<file path="src/rtl/register_bank_nz.sv">
// CPU register bank (accumulator at index 0) with one opcode write port.
// Registered N/Z/C flags and op_done / flag_c_vld pulses.
module register_bank_nz #(
  parameter int WIDTH = 8,
  parameter int NUM_REGS = 3,
  parameter logic [WIDTH-1:0] RESET_VAL = '0,
  parameter int SEL_W = (NUM_REGS == 1) ? 1 : $clog2(NUM_REGS)
) (
  input  logic             fclk,
  input  logic             reset,
  input  logic             op_valid,
  input  logic [2:0]       op_code,
  input  logic [SEL_W-1:0] dst_sel,
  input  logic [SEL_W-1:0] src_sel,
  input  logic             rotate,
  input  logic             carry_in,
  input  logic [WIDTH-1:0] db_in,
  input  logic [WIDTH-1:0] alu_in,
  input  logic [SEL_W-1:0] rd_sel,
  output logic [WIDTH-1:0] db_out,
  output logic [WIDTH-1:0] alu_out,
  output logic             flag_n,
  output logic             flag_z,
  output logic             flag_c,
  output logic             flag_c_vld,
  output logic             op_done
);

  localparam logic [2:0] OP_NOP    = 3'd0;
  localparam logic [2:0] OP_LD_DB  = 3'd1;
  localparam logic [2:0] OP_LD_ALU = 3'd2;
  localparam logic [2:0] OP_INC    = 3'd3;
  localparam logic [2:0] OP_DEC    = 3'd4;
  localparam logic [2:0] OP_XFER   = 3'd5;
  localparam logic [2:0] OP_SHL    = 3'd6;
  localparam logic [2:0] OP_SHR    = 3'd7;

  localparam logic [SEL_W:0] NREG = NUM_REGS[SEL_W:0];
  localparam logic [WIDTH-1:0] ONE = {{(WIDTH-1){1'b0}}, 1'b1};

  logic [WIDTH-1:0] regs [NUM_REGS];

  logic             dst_ok;
  logic             src_ok;
  logic             rd_ok;
  logic             accept;
  logic             shift_op;
  logic             fill;
  logic             c_new;
  logic [WIDTH-1:0] cur;
  logic [WIDTH-1:0] src;
  logic [WIDTH-1:0] res;

  assign dst_ok = {1'b0, dst_sel} < NREG;
  assign src_ok = {1'b0, src_sel} < NREG;
  assign rd_ok  = {1'b0, rd_sel} < NREG;

  assign accept = op_valid && (op_code != OP_NOP) && dst_ok &&
                  ((op_code != OP_XFER) || src_ok);

  assign cur  = dst_ok ? regs[dst_sel] : '0;
  assign src  = src_ok ? regs[src_sel] : '0;
  assign fill = rotate & carry_in;

  always_comb begin
    res      = cur;
    c_new    = flag_c;
    shift_op = 1'b0;
    unique case (op_code)
      OP_NOP:    res = cur;
      OP_LD_DB:  res = db_in;
      OP_LD_ALU: res = alu_in;
      OP_INC:    res = cur + ONE;
      OP_DEC:    res = cur - ONE;
      OP_XFER:   res = src;
      OP_SHL: begin
        res      = {cur[WIDTH-2:0], fill};
        c_new    = cur[WIDTH-1];
        shift_op = 1'b1;
      end
      OP_SHR: begin
        res      = {fill, cur[WIDTH-1:1]};
        c_new    = cur[0];
        shift_op = 1'b1;
      end
    endcase
  end

  always_ff @(posedge fclk) begin
    if (reset) begin
      for (int i = 0; i < NUM_REGS; i++) regs[i] <= RESET_VAL;
      flag_n     <= RESET_VAL[WIDTH-1];
      flag_z     <= (RESET_VAL == '0);
      flag_c     <= 1'b0;
      flag_c_vld <= 1'b0;
      op_done    <= 1'b0;
    end else begin
      op_done    <= accept;
      flag_c_vld <= accept && shift_op;
      if (accept) begin
        for (int i = 0; i < NUM_REGS; i++)
          if (dst_sel == SEL_W'(i)) regs[i] <= res;
        flag_n <= res[WIDTH-1];
        flag_z <= (res == '0);
        if (shift_op) flag_c <= c_new;
      end
    end
  end

  // no bypass: reads show the value stored at the last edge
  assign db_out  = rd_ok ? regs[rd_sel] : '0;
  assign alu_out = regs[0];

endmodule

</file>
<file path="config.mk">
export PLATFORM = sky130hd
export DESIGN_NAME = register_bank_nz
export DESIGN_NICKNAME = d
export VERILOG_FILES = /design/src/rtl/register_bank_nz.sv
export SDC_FILE = /design/constraint.sdc
export NUM_CORES = 1
export LEC_CHECK = 0
export CORE_ASPECT_RATIO = 1.25
export CORE_MARGIN = 5
export CORE_UTILIZATION = 50
export CTS_BUF_LIST = sky130_fd_sc_hd__clkbuf_4 sky130_fd_sc_hd__clkbuf_8
export DETAILED_ROUTE_END_ITERATION = 8
export GPL_TIMING_DRIVEN = 0
export PLACE_DENSITY = 0.78
export SLEW_MARGIN = 5
export SYNTH_ARGS = -nofsm -noshare
export SYNTH_HDL_FRONTEND = slang
export SYNTH_SLANG_ARGS = --single-unit
</file>
<file path="constraint.sdc">
create_clock -name fclk -period 3.1 [get_ports fclk]
set_input_delay 0.31 -clock fclk [delete_from_list [all_inputs] [get_ports fclk]]
set_output_delay 0.31 -clock fclk [all_outputs]
set_load 0.005 [all_outputs]
</file>
# Yosys cells after proc, flatten, opt, wreduce, memory -nomap -nowiden
# Memories as Yosys holds them, arrays and structs flattened.
# Cells that the tools add are included.
# totals
latchBits	0
inputBits	30
output_inout_bits	21
register_bits	5
romBits	0
mem_count	1
ram_bits	24
# memory_table
memory	depth	word_bits	read_ports	rd_ports_with_merged_regs	write_ports	line_no	text
regs	3	8	4	0	3	41	logic [WIDTH-1:0] regs [NUM_REGS];
# op_classes
order_cmp	3
add_sub_neg	2
n_div	0
mux	23
shifts	0
n_eq_ne	10
n_mul	0
bitwise	4
n_reduce_logical	12
# ops
cell	count
$pmux W8 S8	1
$mux W8	6
$mux W1	15
$eq A3 B3 Y1 const B	4
$add A8 B1 Y8 const B	1
$logic_not A8 Y1	1
$sub A8 B1 Y8 const B	1
$eq A3 B2 Y1 const B	2
$lt A2 B2 Y1 const B	3
$logic_and A1 B1 Y1	4
$eq A3 B1 Y1 const B	1
$logic_not A3 Y1	1
$ne A3 B3 Y1 const B	1
$or A1 B1 Y1	3
$reduce_and A3 Y1	1
$reduce_bool A3 Y1	1
$eq A2 B1 Y1 const B	1
$eq A2 B2 Y1 const B	1
$logic_not A2 Y1	1
$pmux W1 S2	1
$reduce_bool A2 Y1	1
$reduce_or A2 Y1	1
$and A1 B1 Y1	1
$logic_or A1 B1 Y1	1

# Longest topological paths before layout
# Gate-level depths: netlist of the first run.
# depth
depth_word	8
depth_mapped	12
mapped_depth_nobuf	10

# Worst setup path after synthesis of the first run
# OpenSTA, ideal clock, no wires.
# synth_path
path_kind	input to register
start	input port dst_sel[0]
end	register flag_n
arrival_ps	2585
stages	12
n_path_buf	2
setup_time_ps	115
path_slack_ps	400
t_required_ps	2985
path_cell_list	buf_6 > buf_6 > mux2i_1 > o2bb2ai_1 > ha_1 > nand2b_1 > o221ai_2 > a221o_1 > a31o_1 > a311oi_2 > a311oi_2 > a31o_1
# synth_via
elab_chain_len	4
word_cells_on_any_way	8
classes_between	2 x add/sub; 1 x order compare; 2 x mux; 2 x reduce/logical; 1 x memory
# synth_rtl
item	line_no	text
from (decl)	13	input logic [SEL_W-1:0] dst_sel,
$mem_v2 Z3 W8 / $lt A2 B2 Y1 (equally long branches)	n/a	
$mux W8	61	assign cur = dst_ok ? regs[dst_sel] : '0;
$sub A8 B1 Y8 / $add A8 B1 Y8 (equally long branches)	74, 73	
$pmux W8 S8	69	unique case (op_code)
to (signal assigned)	92	flag_n <= RESET_VAL[WIDTH-1];
to (signal assigned)	103	flag_n <= res[WIDTH-1];
to (decl)	22	output logic flag_n,
# Several ways; a longest one is shown, not always the timed one.
# A chain may end at the register's enable or synchronous reset.

==> metrics.md, run 1 <==
| Metric | Value |
|---|---|
| PD cells | 353 nW/µm² |
| Final-report hold violation count | 0 |
| Clock latency on the worst-skew pair | 280 ps |
| GRT Overall Usage | 0.234 |
| Nature of the critical path endpoint | flip-flop |
| Die X | 73.0 µm |
| Number of vias per cell | 6.24 |
| Maximum number of pins on one net before global-route repair | 11 |
| Arrival time at the worst endpoint | 3120 ps |
| Vias in the first global route | 2314 |
| DRC | 0 |
| Period utilization | 0.952 |
| Worst Path Max Fanout | 5 |
| Detailed Routing Iterations Pass 1 | 4 |
| Root Driver | clkbuf_8 |
| First-pass GRT wire length | 11500 µm |
| RePlAce Congestion | 0.936 |
| Site Rows | 28 |
| EDFF count, synth | 24 |
| Most common cell after layout, fill and taps aside | clkdlybuf4s50_1 |
| Initial core utilization | 0.520 |
| Relative slew slack | 0.410 |
| DP Wirelength | 5590 µm |
| Die ar. | 6480 µm² |
| Max Fclk | 0.339 GHz |
| Inst Count DP | 361 |
| CTS tree | yes |
| Ys async rst share | 0 |
| Layout cells sized above 1 | 0.150 |
| CP required | 3270 ps |
| H-tree depth | 2 |
| Post-synthesis cell area | 2480 µm² |
| Wire per inst | 19.9 µm |
| Final hold slack | 483 ps |
| Clock-pin transition on the worst setup and hold timing paths | 60 ps |
| Finished Layout Cells | 374 |
| Final setup viols | 0 |
| Worst clock skew | 10.4 ps |
| Cells after synthesis | 255 |
| Least-Margin Pin Slew | 880 ps |
| ANT cells | 0 |
| Core box area | 4760 µm² |
| Num CTS Buffers | 5 |
| Grt total ovfl | 0 |
| Chip height | 88.7 µm |
| Max cap viols | 0 |
| Ys Warns | 0 |
| Primary FF master, synth | edfxtp_1 |
| Fill count | 414 |
| Commonest cells after routing, fill and taps aside | clkdlybuf4s50_1 (45), mux2i_1 (25), edfxtp_1 (24) |
| Leakage power | 1.25 nW |
| Final min period | 2950 ps |
| Worst Path Class, Setup | flip-flop to flip-flop |
| Yosys cell types | 61 |
| Fin. max-slew vios | 0 |
| CP startpoint kind | flip-flop |
| Total power | 0.00111 W |
| Unrepaired setup endpoints after global routing | no |
| DRT antenna net count | 0 |
| Final core occ | 0.663 |
| Syn_nets | 292 |
| Area Growth Syn to Fin | 27.3% |
| Initial antenna violation count | 0 |
| Clock sink total | 29 |
| Post-CTS Hold Fix Bufs | 0 |
| Final WL | 7450 µm |
| Syn Area/Cell | 9.73 µm² |
| Status | complete, no violations |
| Min-Delay Path Class | flip-flop to flip-flop |
| # IOs | 51 |
| Port bufs | 46 |
| Fin nets | 350 |
| Number of synthesized register bits | 29 |
| Sequential-to-total area share from yosys stat | 0.331 |
| Clock Tree Buf Depth | 2 |
| DR iter-0 viols | 161 |
| Peak VDD IR | 0.432 mV |
| Vias post-DR | 2335 |
## critical path: stages (launching register included)
cell	delay (ps)
edfxtp_1	400
mux2i_1	90
o2bb2ai_1	420
ha_1	380
a21o_1	180
a221o_1	390
a31o_1	270
a311oi_2	290
a311oi_2	70
buf_4	180
a31o_1	180
## per-layer routing
layer  GRT usage  share of wire  vias to the layer above
met1       0.290           0.40                     1133
met5           0              0                        -
met2       0.407           0.50                      103
met3      0.0466          0.078                       10
li1            -              -                     1089
met4      0.0721          0.017                        0
## state kept, by name, summed over array words and instances (netlist names)
register	count
regs	24
flag_c	1
flag_c_vld	1
flag_n	1
flag_z	1
op_done	1
## worst paths after layout
kind,from,end,slack [ps],depth (start not counted)
setup / recovery,regs[0][3]$_DFFE_PP_,flag_n$_SDFFE_PP0P_,150,10
hold / removal,flag_n$_SDFFE_PP0P_,flag_n$_SDFFE_PP0P_,480,1
setup reg to reg,regs[0][3]$_DFFE_PP_,flag_n$_SDFFE_PP0P_,150,10
hold reg to reg,flag_n$_SDFFE_PP0P_,flag_n$_SDFFE_PP0P_,480,1
## power breakdown
part | switching [W] | internal (W) | total, W
registers | 0.0000233 | 0.000453 | 0.000477
clock network | 0.000130 | 0.000150 | 0.000280
logic | 0.000183 | 0.000175 | 0.000358
total | 0.000337 | 0.000778 | 0.00111
## stage by stage
step	instance area (µm²)	setup slack, ps	TNS (ps)
after floorplan	2480	400	0
after global placement	3020	-509	-6180
after detailed placement	3030	-539	-4650
after CTS	3150	24.5	0
after global routing	3160	37.2	0
final	3160	149	0
## cells in the mapped netlist (3+ instances only)
library cell / count / area, µm²
a22oi_1: 3 / 22.5
nor2_1: 23 / 86.3
buf_6: 4 / 45.0
a21oi_1: 7 / 35.0
nand2b_1: 11 / 68.8
a211oi_1: 3 / 22.5
o21a_1: 3 / 22.5
mux2i_1: 27 / 270
a2bb2oi_1: 3 / 26.3
ha_1: 6 / 75.1
o2bb2ai_1: 6 / 52.6
mux2_2: 7 / 78.8
o31ai_1: 3 / 22.5
o211a_1: 3 / 30.0
a22o_1: 3 / 26.3
o21ai_0: 19 / 95.1
inv_1: 8 / 30.0
clkbuf_1: 4 / 15.0
buf_2: 7 / 35.0
edfxtp_1: 24 / 721
dfxtp_1: 5 / 100
xor2_1: 3 / 26.3
nand2_1: 19 / 71.3
## layout make-up
class                      instances  area, µm²  share of cell area
sequential                        29        821               0.260
clock inverter                     3       12.5             0.00396
tap                               60       75.1              0.0238
inverter                           8       30.0             0.00951
multi-input combinational        203       1550               0.491
buffer                            15       97.6              0.0309
timing repair buffer              51        500               0.159
clock buffer                       5       68.8              0.0218
## what timing repair did
action / CTS / global route
gates cloned: 0 / 0
pin swaps: 2 / 0
gates resized for setup: 1 / 4
setup buffers: 5 / 0
setup endpoints to repair: 5 / 11
## logic make-up after synthesis
family | Yosys count | synth area share
compound gates | 78 | 0.239
simple gates | 77 | 0.165
buf+inv | 23 | 0.0505
mux | 36 | 0.159
xor+xnor | 5 | 0.0177
flops | 29 | 0.331
fa+ha+maj | 7 | 0.0383
(Power assumes the default switching activity.)
==> run 2, diff against run 1 <==
Clock period 3.1 ns to 3.7 ns, I/O delays scaled along.
==> metrics.md, run 2 (synthesis gave the netlist of run 1 again) <==
| Metric | Value |
|---|---|
| Arrival time at the worst endpoint | 3460 ps (+340 ps) |
| Fill count | 421 (+1.7%) |
| Biggest register | regs |
| Chip height | 88.7 µm (unchanged) |
| Number of vias per cell | 6.30 (+0.83%) |
| CP required | 3720 ps (+450 ps) |
| Grt total ovfl | 0 (unchanged) |
| PD cells | 299 nW/µm² (-15%) |
| Place WS | 1.49 ps (+540 ps) |
| Area Growth Syn to Fin | 25.3% |
| Commonest cells after routing, fill and taps aside | clkdlybuf4s50_1 (46), mux2i_1 (27), edfxtp_1 (24) |
| Initial antenna violation count | 0 (unchanged) |
| Final core occ | 0.652 (-0.0105) |
| Root Driver | clkbuf_8 |
| Final setup viols | 0 (unchanged) |
| Clock sink total | 29 (unchanged) |
| Sw Share | 0.302 (about the same) |
| Period utilization | 0.929 |
| Finished Layout Cells | 369 (-1.3%) |
| DR iter-0 viols | 185 (+15%) |
| Num CTS Buffers | 5 (unchanged) |
| NetSw | 0.000280 W (-17%) |
| Initial core utilization | 0.520 (unchanged) |
| DP Wirelength | 5590 µm (unchanged) |
| RePlAce Congestion | 0.936 (unchanged) |
| Clock power frac | 0.253 (+0.002) |
| First-pass GRT wire length | 11400 µm (-1.0%) |
| Relative slew slack | 0.416 (+0.00560) |
| Worst Path Max Fanout | 12 (+7) |
| Core box area | 4760 µm² (unchanged) |
| H-tree depth | 2 (unchanged) |
| Worst clock skew | 10.6 ps (+0.171 ps) |
| Unrepaired setup endpoints after global routing | no |
| Final setup TNS | 0 ps (unchanged) |
| Multi-input combinational cell area | 1540 µm² (-0.48%) |
| Die X | 73.0 µm (unchanged) |
| Register area | 821 µm² (unchanged) |
| Maximum number of pins on one net before global-route repair | 13 (+2) |
| DRT antenna net count | 0 (unchanged) |
| Site Rows | 28 (unchanged) |
| Inst Count DP | 361 (unchanged) |
| Die ar. | 6480 µm² (unchanged) |
| Final worst slack | 262 ps (+113 ps) |
| Wire per inst | 20.0 µm (+0.29%) |
| Clock latency on the worst-skew pair | 280 ps (about the same) |
| Clock-pin transition on the worst setup and hold timing paths | 50 ps (about the same) |
| Buf/Inv on CP | 2 (+1) |
| Worst path max stage delay | 560 ps (+140 ps) |
| Clock Tree Buf Depth | 2 (unchanged) |
| DRC | 0 (unchanged) |
| Final-report hold violation count | 0 (unchanged) |
| Final WL | 7370 µm (-1.0%) |
| Critical-path top delay cell | nor3_4 |
| Port bufs | 46 (unchanged) |
| CTS tree | yes |
| Peak VDD IR | 0.362 mV (-16%) |
| Crit path cell chain | clkdlybuf4s50_1 -> inv_1 -> nor3_4 -> ha_1 -> a21o_1 -> a221o_1 -> a31o_1 -> mux2i_1 -> a311oi_2 |
| Internal power | 0.000648 W (-17%) |
| Fin nets | 345 (-1.4%) |
| Vias in the first global route | 2287 (-1.2%) |
| Least-Margin Pin Slew | 871 ps (-8.34 ps) |
| Layout cells sized above 1 | 0.126 (-0.0235) |
| ANT cells | 0 (unchanged) |
| Status | complete, no violations |
| # IOs | 51 (unchanged) |
| Most common cell after layout, fill and taps aside | clkdlybuf4s50_1 |
| CP startpoint kind | input port |
| Total power | 0.000928 W (-17%) |
| Worst Path Class, Setup | input port to flip-flop |
| GRT Overall Usage | 0.232 (-0.00259) |
| Detailed Routing Iterations Pass 1 | 5 (+1) |
| Post-CTS setup buffer count | 0 (-5) |
| Kind of cell adding the most delay to the critical path | compound AO/OA/AOI/OAI gates |
| Final min period | 3440 ps |
| Post-CTS Resized | 0 (-1) |
| Sequential share of power | 0.430 (+0.003) |
| Max Fclk | 0.291 GHz |
| Number of flip-flops in the largest register | 24 (unchanged) |
| Min-Delay Path Class | flip-flop to flip-flop |
| Vias post-DR | 2323 (-0.51%) |
| Leakage power | 1.22 nW (-2.5%) |
| Post-CTS Hold Fix Bufs | 0 (unchanged) |
| Max cap viols | 0 (unchanged) |
| Fin. max-slew vios | 0 (unchanged) |
| Logic pwr share | 0.317 (-0.004) |
| Nature of the critical path endpoint | flip-flop |
run 2: cell count changes in the layout (fill, tap and decap cells not counted):
cell	previous run	this run
mux2i_1	25	27
dlymetal6s2s_1	1	0
buf_4	6	0
inv_1	7	8
inv_2	1	0
mux2i_2	2	0
buf_2	6	7
clkdlybuf4s50_1	45	46
run 2: final cells by class:
class                           instances  share of cell area
Clock buffer                            5              0.0222
Inverter                                8             0.00967
Sequential cell                        29               0.264
Tap cell                               60              0.0242
Clock inverter                          3             0.00403
Timing Repair Buffer                   46               0.148
Buffer                                 15              0.0306
Multi-Input combinational cell        203               0.497
run 2: metal layers:
metal  global-route usage  wire length (µm)  vias up
met5                    0                 0        -
met3               0.0386               547       13
li1                     -                 -     1078
met2                0.400              3670      101
met1                0.292              3010     1131
met4               0.0755               146        0
run 2: through the flow:
step / hold WS (ps) / cell area [µm²]
after CTS: 483 / 3110
after detailed placement: 466 / 3030
after floorplan: 442 / 2480
after global routing: 528 / 3110
final: 483 / 3110
after global placement: 468 / 3020
run 2: worst paths after layout:
path	startpoint	end	slack, ps	cells after the start
min reg2reg	flag_n$_SDFFE_PP0P_	flag_n$_SDFFE_PP0P_	480	1
max	op_code[2]	regs[0][7]$_DFFE_PP_	260	9
max reg2reg	regs[1][2]$_DFFE_PP_	regs[0][7]$_DFFE_PP_	700	8
min	flag_n$_SDFFE_PP0P_	flag_n$_SDFFE_PP0P_	480	1
run 2: power groups by stage:
stage                     logic, W  clock network [W]  registers, W
after floorplan           0.000175                  0      0.000401
after global placement    0.000285                  0      0.000403
after detailed placement  0.000289                  0      0.000405
after CTS                 0.000291           0.000241      0.000398
after global routing      0.000315           0.000254      0.000402
final                     0.000294           0.000235      0.000399
